`config.mk`:
```
export PLATFORM = sky130hd
export DESIGN_NAME = register_file
export DESIGN_NICKNAME = d
export VERILOG_FILES = /design/src/rtl/register_file.sv
export SDC_FILE = /design/constraint.sdc
export NUM_CORES = 2
export LEC_CHECK = 0
export CAP_MARGIN = 20
export CORE_UTILIZATION = 60
export CTS_BUF_LIST = sky130_fd_sc_hd__clkbuf_2
export DETAILED_ROUTE_END_ITERATION = 7
export PLACE_DENSITY = 0.77
export SLEW_MARGIN = 20
export SYNTH_ARGS = -nofsm -noshare
export SYNTH_HDL_FRONTEND = slang
export SYNTH_SLANG_ARGS = --single-unit
```
`constraint.sdc`:
```
create_clock -name clock -period 6.9 [get_ports clock]
set_input_delay 0.69 -clock clock [delete_from_list [all_inputs] [get_ports clock]]
set_output_delay 0.69 -clock clock [all_outputs]
set_load 0.05 [all_outputs]
```
`src/rtl/register_file.sv`:
```
// RV32 integer register file: two combinational read ports, one synchronous write port, x0 reads zero.
// Optional macro REGFILE_WRITE_BYPASS_EN forwards a same-cycle write to the read ports before the edge commits it.
module register_file #(
  parameter int WORD_SIZE  = 32,
  parameter int ADDR_WIDTH = 5
) (
  input  logic                  clock,
  input  logic                  reset_n,
  input  logic                  write_enable,
  input  logic [ADDR_WIDTH-1:0] write_addr,
  input  logic [ADDR_WIDTH-1:0] read_addr1,
  input  logic [ADDR_WIDTH-1:0] read_addr2,
  input  logic [WORD_SIZE-1:0]  write_data,
  output logic [WORD_SIZE-1:0]  read_data1,
  output logic [WORD_SIZE-1:0]  read_data2
);

  localparam int DEPTH = 2 ** ADDR_WIDTH;

  logic [WORD_SIZE-1:0]  regs [DEPTH];
  logic                  commit;
  logic [ADDR_WIDTH-1:0] read_addr [2];
  logic [WORD_SIZE-1:0]  read_data [2];

  // x0 is never written, so its slot stays at the reset value
  assign commit = write_enable && (write_addr != '0);

  always_ff @(posedge clock) begin
    if (!reset_n) begin
      for (int i = 0; i < DEPTH; i++) begin
        regs[i] <= '0;
      end
    end else if (commit) begin
      regs[write_addr] <= write_data;
    end
  end

  assign read_addr[0] = read_addr1;
  assign read_addr[1] = read_addr2;
  assign read_data1   = read_data[0];
  assign read_data2   = read_data[1];

  genvar gi;
  generate
    for (gi = 0; gi < 2; gi++) begin : g_read_port
      always_comb begin
        read_data[gi] = '0;
        if (read_addr[gi] != '0) begin
`ifdef REGFILE_WRITE_BYPASS_EN
          // reset_n gates forwarding because reset drops the pending write
          if (commit && reset_n && (write_addr == read_addr[gi])) begin
            read_data[gi] = write_data;
          end else begin
            read_data[gi] = regs[read_addr[gi]];
          end
`else
          read_data[gi] = regs[read_addr[gi]];
`endif
        end
      end
    end
  endgenerate

endmodule

```
==> summary.md <==
| Metric | Value |
|---|---|
| Final min period | `5.791 ns` |
| Finished Cell Area | `58,730 um2` |
| Vias in the first global route | `36.32k` |
| Synthesized cell area | `54,230 um2` |
| Fmax | `172.7 MHz` |
| Global placer's final weighted congestion | `0.9781` |
| Yosys top cell area share | `56.70%` |
| First-pass GRT wire length | `244,900 um` |
| Critical path required time | `6.21 ns` |
| Number of remaining DRC errors | `0` |
| Pwr dens | `227.8 nW/um2` |
| Critical Path Source | `read_addr1[3]` |
| Complex-gate fraction of the synthesized area | `3.917%` |
| CP max FO | `27` |
| Via density | `7.254` |
| Initial antenna violation count | `11` |
| Worst min path class | `in -> reg` |
| Top FF cell, synth | `edfxtp_1` |
| Grt ovf | `0` |
| Vias | `36.07k` |
| List of most frequent post-synthesis cells | `1,024 x edfxtp_1, 995 x and2_1, 472 x mux4_2` |
| CP max stage cell | `or3b_2` |
| Ranking of synthesized cells by area | `edfxtp_1 57%, mux4_2 20%, and2_1 11%` |
| Sequential fraction of the synthesis area | `56.70%` |
| Peak VDD IR | `171.4 uV` |
| Crit. End Element | `output pin` |
| Multiplexer share of the synthesized area | `22.99%` |
| I/O Buffers | `113` |
| Largest net degree at the start of global routing | `110` |
| Leak | `20.42 nW` |
| Min-delay src | `reset_n` |
| # rows | `109` |
| Psw | `3.891 mW` |
| Largest Register | `regs` |
| # hold bufs at CTS | `0` |
| Nets | `3,702` |
| Routed Wire Length | `173,600 um` |
| Antenna-violating nets left | `0` |
| Area share of and/or/nand/nor cells after synthesis | `12.97%` |
| Mean Syn Cell Area | `15.46 um2` |
| Mapped Cells | `3,507` |
| Root Buffer | `clkbuf_2` |
| RSZ-0062 raised after global routing | `false` |
| H-tree depth | `5` |
| I/O Pins | `114` |
| Cells on Worst Hold Path | `2` |
| Tightest Pin Transition | `1.251 ns` |
| Clk sinks | `1,024` |
| CORE AREA | `88,920 um2` |
| Post-synth top area cell | `edfxtp_1` |
| Cts repair resizes | `0` |
| Power share of the clock group | `29.5%` |
| Sum of negative setup slack | `0 ns` |
| Internal power | `9.487 mW` |
| Max stage delay on crit path | `0.99 ns` |
| Fin crit share | `83.93%` |
| Sequential Power Share | `55.1%` |
| Count of flip-flops with a built-in enable after synthesis | `1,024` |
| WP buf/inv | `3` |
| Gate power share | `15.4%` |
| Critical path type | `in -> out` |
| YS warnings | `0` |
| Worst-path clk slew | `0.11 ns` |
| Top flop regs | `regs x1024` |
| Number of flip-flops under the largest register name | `1,024` |
| Status | `complete, no violations` |
| Final Max Tran Viols | `0` |
| Synthesis-to-finish area growth | `8.294%` |
| Die W | `302.6 um` |
| Asr flop ratio synth | `0%` |
| Die area | `91,590 um2` |
| Synth unique cells | `45` |
| TritonCTS Buffers | `277` |
| FILL cells | `6,184` |
| Final setup vio count | `0` |
| Most frequent cell on the critical path | `clkdlybuf4s50_1` |
| DIE HEIGHT | `302.6 um` |
| Postcts setup bufs | `0` |
| Cell count along the critical path | `7` |
| Max-Cap Viols | `0` |
| Initial DRC count | `5,947` |
| Seq cells post-synth | `1,024` |
| DP Area | `56,530 um2` |
| Crit start category | `primary input` |
| Switch share | `29.09%` |
| CTS max path bufs | `4` |
| Relative slew slack | `16.62%` |
| HPWL Detailed | `101,800 um` |
| Fraction of the mapped netlist area in adder cells | `0%` |
| Top-count cell post-synth | `edfxtp_1` |
| Share of cells above drive strength 1 | `28.46%` |
| XOR/XNOR Fraction of Synth Area | `0%` |
| Wire per inst | `34.93 um` |
| Final Hold Viols | `0` |
| CP top delay family | `buffers and inverters` |
| Crit path arrival time | `5.10 ns` |
| Total Routing Usage GR | `38.31%` |
| Worst path cell trace | `clkdlybuf4s50_1 > buf_4 > or3b_2 > o22ai_1 > a2111oi_1 > nor3_1 > clkdlybuf4s50_1` |
| Pre-antenna DRT Iters | `6` |
| CTS tree | `yes` |
| Initial core utilization | `60.99%` |
| Largest family of logic cells by synthesized area | `multiplexers` |
[power by group through the flow]
stage | registers (mW) | logic (mW) | clock network [mW]
after global routing | 7.40 | 2.10 | 4.25
after floorplan | 7.43 | 1.31 | 0
after CTS | 7.35 | 2.01 | 3.96
final | 7.37 | 2.06 | 3.95
after global placement | 7.45 | 1.98 | 0
after detailed placement | 7.50 | 2.00 | 0
[path summary, 6_finish.rpt]
| path | slack (ns) | to |
|---|---|---|
| setup / recovery | 1.11 | read_data1[5] |
| hold / removal | 0.12 | regs[2][2] |
[stage by stage]
step	hold WS (ns)	worst slack [ns]	instances	utilization, %	power (mW)
global placement	1.547	1.178	4533	63.57	9.435
global route	0.03211	1.194	4966	66.03	13.75
CTS	0.01003	1.438	4955	65.94	13.32
detailed placement	1.578	1.453	4533	63.57	9.501
floorplan	0.8882	2.199	3538	-	8.739
finish	0.1156	1.109	4972	66.05	13.38
[layout make-up]
cell class	instances	area [um2]	area share, %
sequential	1024	30750	52.36
inverter	3	11.26	0.01917
timing repair buffer	224	2117	3.605
antenna	12	30.03	0.05113
clock inverter	49	244.0	0.4154
clock buffer	373	1867	3.179
tap	1165	1458	2.482
multi-input combinational	2122	22250	37.89
[kinds of logic after synthesis]
family | count (synthesis)
multiplexers | 652
AND/OR/NAND/NOR | 1148
AO/OA/AOI/OAI | 290
buffers and inverters | 392
other | 1
flip-flops | 1024
[layer usage]
layer / global-route usage, % / up-vias / share of wire, % / wire, um
met5: 0 / - / 0.016 / 27
met4: 26.59 / 4 / 7.4 / 12810
met3: 10.03 / 727 / 14 / 24040
met2: 58.43 / 3405 / 46 / 80560
met1: 48.35 / 17923 / 32 / 56210
li1: - / 14009 / - / -
[layout by cell type (no fill, tap or decap), types with 22 or more instances in the layout]
cell	count
nor2_2	24
conb_1	32
buf_4	98
mux2i_1	150
nor3_1	54
clkinv_1	37
a2111oi_0	22
clkbuf_2	373
mux4_2	472
and2_1	994
a2111oi_1	33
a22o_1	51
edfxtp_1	1024
clkdlybuf4s50_1	101
o21ai_4	31
o22ai_1	103
mux2_2	30
Note: power is estimated with default switching activity, not from simulation.
